`src/rtl/lu_pkg.sv`:
```
// Shared types and the per-bit operation function for the logic unit.
// The operation is defined on one bit so any operand width can reuse it lane by lane.
package lu_pkg;

  localparam int LU_OP_W = 3;

  typedef enum logic [LU_OP_W-1:0] {
    LU_AND    = 3'd0,
    LU_OR     = 3'd1,
    LU_XOR    = 3'd2,
    LU_NAND   = 3'd3,
    LU_NOR    = 3'd4,
    LU_XNOR   = 3'd5,
    LU_ANDN   = 3'd6,
    LU_PASS_A = 3'd7
  } lu_op_e;

  // Bitwise ops have no carries, so a single-bit definition is width-agnostic.
  function automatic logic lu_apply(input logic a, input logic b, input lu_op_e op);
    logic y;
    case (op)
      LU_AND:    y = a & b;
      LU_OR:     y = a | b;
      LU_XOR:    y = a ^ b;
      LU_NAND:   y = ~(a & b);
      LU_NOR:    y = ~(a | b);
      LU_XNOR:   y = ~(a ^ b);
      LU_ANDN:   y = a & ~b;
      LU_PASS_A: y = a;
      default:   y = 1'b0;
    endcase
    return y;
  endfunction

endpackage

```
`src/rtl/lu_core.sv`:
```
// Combinational bitwise operation core: y = op(a, b), one lane per bit.
module lu_core
  import lu_pkg::*;
#(
  parameter int WIDTH = 8
) (
  input  logic [WIDTH-1:0]   a,
  input  logic [WIDTH-1:0]   b,
  input  logic [LU_OP_W-1:0] op,
  output logic [WIDTH-1:0]   y
);

  lu_op_e op_e;
  assign op_e = lu_op_e'(op);

  for (genvar i = 0; i < WIDTH; i++) begin : g_lane
    assign y[i] = lu_apply(a[i], b[i], op_e);
  end

endmodule

```
`src/rtl/logic_unit_pipe.sv`:
```
// Registered, valid/ready flow-controlled bitwise stage with zero flag and saturating
// transfer counter. Define LU_REDUCE_EN to add the registered {^y, |y, &y} reduction.
module logic_unit_pipe
  import lu_pkg::*;
#(
  parameter int WIDTH = 8,
  parameter int CNT_W = 16
) (
  input  logic                 clk,
  input  logic                 rst_n,
  input  logic                 in_valid,
  output logic                 in_ready,
  input  logic [WIDTH-1:0]     in_a,
  input  logic [WIDTH-1:0]     in_b,
  input  logic [LU_OP_W-1:0]   in_op,
  output logic                 out_valid,
  input  logic                 out_ready,
  output logic [WIDTH-1:0]     out_y,
  output logic                 out_zero,
  output logic [2:0]           out_red,
  output logic [CNT_W-1:0]     xfer_cnt
);

  logic [WIDTH-1:0] y_nxt;
  logic             accept;
  logic             xfer;

  lu_core #(.WIDTH(WIDTH)) u_core (
    .a  (in_a),
    .b  (in_b),
    .op (in_op),
    .y  (y_nxt)
  );

  assign in_ready = !out_valid | out_ready;
  assign accept   = in_valid & in_ready;
  assign xfer     = out_valid & out_ready;

  always_ff @(posedge clk) begin
    if (!rst_n) begin
      out_valid <= 1'b0;
      out_y     <= '0;
      out_zero  <= 1'b0;
    end else if (accept) begin
      out_valid <= 1'b1;
      out_y     <= y_nxt;
      out_zero  <= ~|y_nxt;
    end else if (xfer) begin
      out_valid <= 1'b0;
    end
  end

  // Counter sticks at all-ones; only reset brings it back.
  always_ff @(posedge clk) begin
    if (!rst_n)
      xfer_cnt <= '0;
    else if (xfer && !(&xfer_cnt))
      xfer_cnt <= xfer_cnt + {{(CNT_W-1){1'b0}}, 1'b1};
  end

`ifdef LU_REDUCE_EN
  logic [2:0] red_q;

  always_ff @(posedge clk) begin
    if (!rst_n)
      red_q <= 3'b000;
    else if (accept)
      red_q <= {^y_nxt, |y_nxt, &y_nxt};
  end

  assign out_red = red_q;
`else
  assign out_red = 3'b000;
`endif

endmodule

```
`config.mk`:
```
export PLATFORM = sky130hd
export DESIGN_NAME = logic_unit_pipe
export DESIGN_NICKNAME = d
export VERILOG_FILES = /design/src/rtl/lu_pkg.sv /design/src/rtl/lu_core.sv /design/src/rtl/logic_unit_pipe.sv
export SDC_FILE = /design/constraint.sdc
export NUM_CORES = 1
export LEC_CHECK = 0
export CAP_MARGIN = 20
export CORE_ASPECT_RATIO = 1.4
export CORE_UTILIZATION = 35
export CTS_BUF_LIST = sky130_fd_sc_hd__clkbuf_2 sky130_fd_sc_hd__clkbuf_4 sky130_fd_sc_hd__clkbuf_8
export CTS_CLUSTER_SIZE = 12
export DETAILED_ROUTE_END_ITERATION = 8
export SYNTH_ARGS = -nofsm -noshare
export SYNTH_HDL_FRONTEND = slang
export SYNTH_HIERARCHICAL = 1
export SYNTH_SLANG_ARGS = --single-unit
```
`constraint.sdc`:
```
create_clock -name clk -period 2.3 [get_ports clk]
set_input_delay 0.345 -clock clk [delete_from_list [all_inputs] [get_ports clk]]
set_output_delay 0.345 -clock clk [all_outputs]
set_load 0.005 [all_outputs]
```
## After elaboration in Yosys (flattened, before gate mapping)

Cells that the tools add are included.

| operators by class | value |
|---|---|
| multipliers | 0 |
| equality and inequality tests | 7 |
| div/mod/pow operators | 0 |
| reduce and logical (&&, ||, !) cells | 8 |
| bitwise operators | 67 |
| $lt $le $gt $ge | 0 |
| add/sub/neg operators | 1 |
| multiplexer cells | 10 |
| shift operators | 0 |

Operators by type and width:

| cell | count |
|---|---|
| $pmux 1 s8 | 8 |
| $not 1->1 | 32 |
| $and 1x1->1 | 18 |
| $add 16x1->16 const B | 1 |
| $reduce_and 16->1 | 1 |
| $eq 3x3->1 const B | 4 |
| $or 1x1->1 | 9 |
| $reduce_or 8->1 | 1 |
| $xor 1x1->1 | 8 |
| $eq 3x2->1 const B | 2 |
| $eq 3x1->1 const B | 1 |
| $logic_not 1->1 | 3 |
| $logic_not 3->1 | 1 |
| $mux 1 | 2 |
| $reduce_bool 2->1 | 1 |
| $logic_and 1x1->1 | 1 |

| word-level totals | value |
|---|---|
| latch bits | 0 |
| register bits after elaboration | 26 |
| input bits | 23 |
| memories kept | 0 |
| ROM bits | 0 |
| memory bits (writable) | 0 |

## Longest topological paths before layout

Gate-level depths: netlist (run 1).

| logic depth | value |
|---|---|
| depth after elaboration | 5 |
| depth in mapped cells | 10 |
| gate-level depth less buffers | 9 |

## Modules after synthesis

Netlist (run 1), hierarchy kept.

By module, submodules not included:

| module | instances | seq. area each (µm²) | cells an instance | area an instance (µm²) |
|---|---|---|---|---|
| logic_unit_pipe | 1 | 520.5 | 152 | 1239.9 |
| lu_core | 1 | 0.0 | 134 | 992.2 |

## Worst setup path after synthesis (run 1)

No wires, ideal clock.

| path | value |
|---|---|
| kind | register -> register |
| start point | register xfer_cnt[0] |
| end point | register xfer_cnt[3] |
| buffers on the path | 0 |
| slack | 0.481 ns |
| period minus slack after synthesis | 1.819 ns |
| stages on the path, launching flop included | 6 |
| required time | 2.168 ns |
| arrival time | 1.686 ns |
| cells stage by stage | dfxtp_1 -> ha_1 -> nand4_1 -> nor4_2 -> or4_1 -> a21oi_1 |

| between the ends | value |
|---|---|
| cells in the longest elaborated chain, start to end | 3 |
| elaborated cells on any way between the ends | 4 |
| classes of those cells | add/sub (1); reduce/logical (3) |

RTL lines:

| element | line | RTL |
|---|---|---|
| start: declaration | logic_unit_pipe.sv:21 | `output logic [CNT_W-1:0] xfer_cnt` |
| start signal: assignment | logic_unit_pipe.sv:58 | `xfer_cnt <= xfer_cnt + {{(CNT_W-1){1'b0}}, 1'b1};` |
| parallel branches: the longest is 3 deep, another holds $add 16x1->16 | n/a |  |

Several ways; the timed one is not identified.
A chain may end at the register's enable or synchronous reset.

## Worst setup path after layout (run 1)

| path | value |
|---|---|
| start point | input port in_b[7] |
| end point | register out_zero |

| between the ends | value |
|---|---|
| cells in the longest elaborated chain, start to end | 5 |
| elaborated cells on any way between the ends | 11 |
| classes of those cells | mux (1); bitwise (8); reduce/logical (2) |

RTL lines:

| element | line | RTL |
|---|---|---|
| start: declaration | logic_unit_pipe.sv:14 | `input logic [WIDTH-1:0] in_b,` |
| $not 1->1 (tied with other cells) | lu_pkg.sv:28 | `LU_ANDN: y = a & ~b;` |
| $and 1x1->1 (tied with other cells) | lu_pkg.sv:28 |  |
| $pmux 1 s8 * | lu_pkg.sv:21 | `case (op)` |
| net y_nxt[7] | logic_unit_pipe.sv:24 | `logic [WIDTH-1:0] y_nxt;` |
| $reduce_or 8->1 * | logic_unit_pipe.sv:47 | `out_zero <= ~\|y_nxt;` |
| $logic_not 1->1 * | logic_unit_pipe.sv:47 |  |
| end signal: assignment | logic_unit_pipe.sv:47 |  |
| end: declaration | logic_unit_pipe.sv:19 | `output logic out_zero,` |

The timed path passes the listed nets; every way through them passes the cells marked *.

==> results of run 1 <==
## final timing paths
check | start | end | cells after the start
setup reg to reg | xfer_cnt[1] | xfer_cnt[3] | 7
setup / recovery | in_b[7] | out_zero | 9
hold reg to reg | out_y[1] | out_y[1] | 2
hold / removal | out_y[1] | out_y[1] | 2
## power by group
| group | switching, mW | total, mW | internal, mW | leakage, nW |
|---|---|---|---|---|
| Clock | 0.150 | 0.383 | 0.233 | 0.0357 |
| Sequential | 0.0107 | 0.474 | 0.464 | 0.211 |
| Combinational | 0.148 | 0.329 | 0.181 | 1.01 |
## cell type report
type                       count  area [sq um]  area share
clock inverter                 1          30.0     0.00975
multi-input combinational    221          1540       0.500
tap                           72          90.1      0.0293
clock buffer                   3          41.3      0.0134
timing repair buffer          82           763       0.248
sequential                    26           520       0.169
inverter                      25          93.8      0.0305
## cell usage in the layout, fill, tap and decap left out, drive strengths merged, types with 10 or more instances in the layout
cell           Yosys  layout
nand2             26      26
nand3             17      17
buf               11      33
o22ai             10      10
a21oi             26      26
clkdlybuf4s50      0      49
dfxtp             26      26
ha                25      25
o21ai             10      10
inv               25      25
## routing by layer
metal  vias to the layer above  track usage  part of all wire
met1                      1031        0.179              0.43
met2                        62        0.303              0.52
met3                         4       0.0156             0.037
li1                       1173            -                 -
met4                         0       0.0544            0.0072
met5                         -            0                 0
## timing repair
| action | in CTS | in global routing |
|---|---|---|
| endpoints found under the hold margin | 0 | 0 |
| resized for setup | 0 | 4 |
| setup endpoints to repair | 0 | 1 |
| hold buffers | 0 | 0 |
## kinds of logic after synthesis
family,Yosys count,synth area share
AO/OA/AOI/OAI,69,0.189
AND/OR/NAND/NOR,112,0.279
other,1,0.00168
flip-flops,26,0.233
adder cells (fa/ha/maj),25,0.140
multiplexers,12,0.0673
buffers and inverters,41,0.0902
## worst max-delay path: cells and delay by family
family                   cells  cell delay (ns)
AO/OA/AOI/OAI                3             0.60
AND/OR/NAND/NOR              3             0.57
buffers and inverters        2             0.52
adder cells (fa/ha/maj)      1             0.29
## stage by stage
stage / instance area, sq um / setup slack (ns)
3_3_place_gp: 2990 / -0.135
5_1_grt: 3080 / -0.0266
3_5_place_dp: 2990 / -0.163
2_1_floorplan: 2240 / 0.481
6_report: 3080 / 0.168
4_1_cts: 3060 / 0.124
## state kept, by name, indices dropped and copies added, names as in the netlist
signal	count
xfer_cnt	16
out_y	8
out_valid	1
out_zero	1
==> flow_summary.ini, run 1 <==
[die]
num_rows = 34
die_h_um = 96.5
coreArea_sq_um = 6170
fp.dieArea_sq_um = 6710
num_io_pins = 53
die_x_um = 69.5
start_util = 0.362

[cells_and_area]
final_layout_size_suffix_gt1_frac = 0.148
fill_cells = 620
areaGrowthSynthToFinish_pct = 37.9
utilization = 0.499
finalNetCount = 407
final-instance-count-excl-fill = 430
num_antenna_cells = 0

[critical_path]
r2r_slack_ns = 0.40
worstPathCellList = clkdlybuf4s50_1 > inv_1 > ha_1 > a211oi_1 > o41ai_1 > nand3_1 > nor4_2 > nand4_1 > a21oi_1
cp-start-kind = input port
worstPathArrival_ns = 2.34
critPathKind = input port to flip-flop
critical_path_required_ns = 2.51
cp_slowest_stage_delay_ns = 0.47
crit_path_end_kind = flip-flop
cp_max_fo = 3
slowest_stage = clkdlybuf4s50_1

[yosys]
seq_area_frac_synth = 0.233
synth.area.top_cells = dfxtp_1 23%, ha_1 14%, a21oi_1 5.8%, nand2_1 4.4%, mux2i_1 4.0%
synth_edf_count = 0
synth_warnings = 6
synth_top_area_frac = 0.233
synthesis.area_sq_um = 2230
synth_flop_cell = dfxtp_1
synth_common_cells = 26 x a21oi_1, 26 x dfxtp_1, 26 x nand2_1
yosys.area.top_type = dfxtp_1
yosysUniqueCellTypes = 45
synthArstFlopShare = 0
ys_seq_elements = 26
syn_area_per_cell_sq_um = 7.80
syn_inst = 286

[sta]
clock-skew-final_ns = 0.00300
fin_setup_tns_ns = 0
hold_slack_ns = 0.460
period_share = 0.927
worstMarginPinSlew_ns = 0.635
final-max-slew-violation-count = 0
post-route-min-period_ns = 2.13
fmax_mhz = 469
setup_violations = 0
slew_headroom = 0.576
hold_violations = 0

[clocking]
postCtsSetupBuffers = 0
insertion_delay_ns = 0.27
numCtsBuffers = 3
cts_htree_levels = 1
clockRootBuffer = clkbuf_8
path_clk_slew_ns = 0.09
cts_sinks = 26
cts_buffer_depth = 2
tritoncts = built

[drt]
via_per_inst = 5.28
drc_errors = 0
via_count = 2270
drt_iter0_drc = 150
wirelength_mm = 5.28
wl_per_cell_um = 12.3
dr.pass1.iters = 4
ant_nets = 0

[grt]
track_usage = 0.157
grt_pass1_vias = 2003
grt_max_degree = 25
gr-total-overflow = 0
grt_pass1_wl_mm = 8.76
antenna_found_initial = 0

[flow_run]
drv_cap = 0

[power_and_ir_drop]
p_per_area_nw_per_um2 = 385
ir_worst_vdd_v = 0.000320
p_total_mw = 1.19
power_leakage_nw = 1.25

[placement]
port_buffers = 49
dp.cells = 426
gp_congestion = 0.831
hpwl_mm = 4.17

[min_path]
hp-class = flip-flop to flip-flop

[outcome]
outcome = completed
Note: power is estimated with default switching activity, not from simulation.
==> run 2, diff against run 1 <==
--- a/config.mk
+++ b/config.mk
@@ -11,6 +11,8 @@
 export CTS_BUF_LIST = sky130_fd_sc_hd__clkbuf_2 sky130_fd_sc_hd__clkbuf_4 sky130_fd_sc_hd__clkbuf_8
 export CTS_CLUSTER_SIZE = 12
 export DETAILED_ROUTE_END_ITERATION = 8
+export SETUP_SLACK_MARGIN = 0.1
+export SKIP_LAST_GASP = 1
 export SYNTH_ARGS = -nofsm -noshare
 export SYNTH_HDL_FRONTEND = slang
 export SYNTH_HIERARCHICAL = 1
==> run 2 against run 1 <==
Net effect:
- routed wire length is 5.6% higher
- count of clock-buffer cells in the layout is the same
- total power increased by 1.5%
- sequential share of layout area fell by 0.52 points
- critical path depth unchanged
- non-clock buffer count grew 1
- first-iteration DRC count down 11%
- sequential power hardly changed
- combinational power is 5% higher
- via count up 1.3%
- largest cell class unchanged
- largest power group unchanged
==> flow_summary.ini, run 2 (same netlist as run 1, synthesis figures left out) <==
[cells_and_area]
final_layout_size_suffix_gt1_frac = 0.178
largest-register = xfer_cnt
finalNetCount = 408
final-instance-count-excl-fill = 431
final_common_cell = clkdlybuf4s50_1
areaGrowthSynthToFinish_pct = 42.3
largest_reg_flops = 16
largestRegisters = xfer_cnt (16), out_y (8)
final_cell_mix = 41 x clkdlybuf4s50_1, 31 x buf_4, 26 x nand2_1, 26 x dfxtp_1, 24 x a21oi_1
postLayoutCellArea_sq_um = 3180
num_antenna_cells = 0

[sta]
final-max-slew-violation-count = 0
rsz0062_at_grt = no
post-route-min-period_ns = 2.10
worstMarginPinSlew_ns = 0.620
layout_setup_ws_ns = 0.196
clock-skew-final_ns = 0.00309
fmax_mhz = 475
period_share = 0.915
slew_headroom = 0.586
hold_slack_ns = 0.462
hold_violations = 0
setup_violations = 0

[drt]
drt_iter0_drc = 134
wirelength_mm = 5.58
ant_nets = 0
drc_errors = 0
via_count = 2299
via_per_inst = 5.33
wl_per_cell_um = 12.9
dr.pass1.iters = 4

[die]
num_rows = 34
die_h_um = 96.5
num_io_pins = 53
start_util = 0.362
die_x_um = 69.5
coreArea_sq_um = 6170
fp.dieArea_sq_um = 6710

[clocking]
hold_buffers = 0
tritoncts = built
path_clk_slew_ns = 0.09
clockRootBuffer = clkbuf_8
numCtsBuffers = 3
insertion_delay_ns = 0.27
postCtsSetupBuffers = 0
cts_resized = 0
cts_htree_levels = 1
cts_buffer_depth = 2
cts_sinks = 26

[grt]
grt_max_degree = 25
gr-total-overflow = 0
grt_pass1_vias = 2003
antenna_found_initial = 0
track_usage = 0.157
grt_pass1_wl_mm = 8.76

[power_and_ir_drop]
p_per_area_nw_per_um2 = 379
power_leakage_nw = 1.34
p_total_mw = 1.20
ir_worst_vdd_v = 0.000317

[placement]
placed_area_sq_um = 2990
hpwl_mm = 4.17
port_buffers = 49
dpl_worst_slack_ns = -0.163
dp.cells = 426
gp_congestion = 0.831

[outcome]
outcome = completed

[critical_path]
worstPathArrival_ns = 2.32
cp-start-kind = input port
cp_max_fo = 3
crit_path_end_kind = flip-flop
critPathKind = input port to flip-flop
critical_path_required_ns = 2.52

[flow_run]
drv_cap = 0

[min_path]
hp-class = flip-flop to flip-flop
[run 2: final timing paths]
check	depth (start not counted)	slack, ns	from	end
worst max-delay path	9	0.20	in_b[7]	out_zero
worst min-delay path	2	0.46	out_y[1]	out_y[1]
worst max register to register	7	0.39	xfer_cnt[0]	xfer_cnt[3]
worst min register to register	2	0.46	out_y[1]	out_y[1]
[run 2: per-layer routing]
| metal | GRT usage | vias up | part of all wire |
|---|---|---|---|
| met5 | 0 | - | 0 |
| met1 | 0.179 | 1053 | 0.43 |
| met4 | 0.0544 | 0 | 0.0086 |
| met2 | 0.303 | 61 | 0.53 |
| met3 | 0.0156 | 6 | 0.033 |
| li1 | - | 1179 | - |
[run 2: through the flow]
stage,utilization,setup TNS (ns)
after floorplan,-,0
after global placement,0.484,-0.135
after detailed placement,0.484,-0.163
after CTS,0.496,0
after global routing,0.515,0
final,0.515,0
[run 2: power breakdown]
group / leakage, nW / internal, mW / switching, mW
sequential: 0.211 / 0.464 / 0.0108
combinational: 1.10 / 0.190 / 0.158
clock: 0.0357 / 0.233 / 0.150
[run 2: worst max-delay path, stage by stage]
cell and delay (ns):
clkdlybuf4s50_1 0.49, inv_2 0.06, ha_4 0.27, a211oi_2 0.10
o41ai_2 0.34, nand3_1 0.16, nor4_2 0.28, nand4_1 0.14
a21oi_2 0.14
[run 2: final cells by class]
class	instances	area, sq um
fill	612	2990
multi-input combinational	221	1590
timing repair buffer	83	808
sequential	26	520
inverter	25	93.8
tap	72	90.1
clock buffer	3	41.3
clock inverter	1	30.0
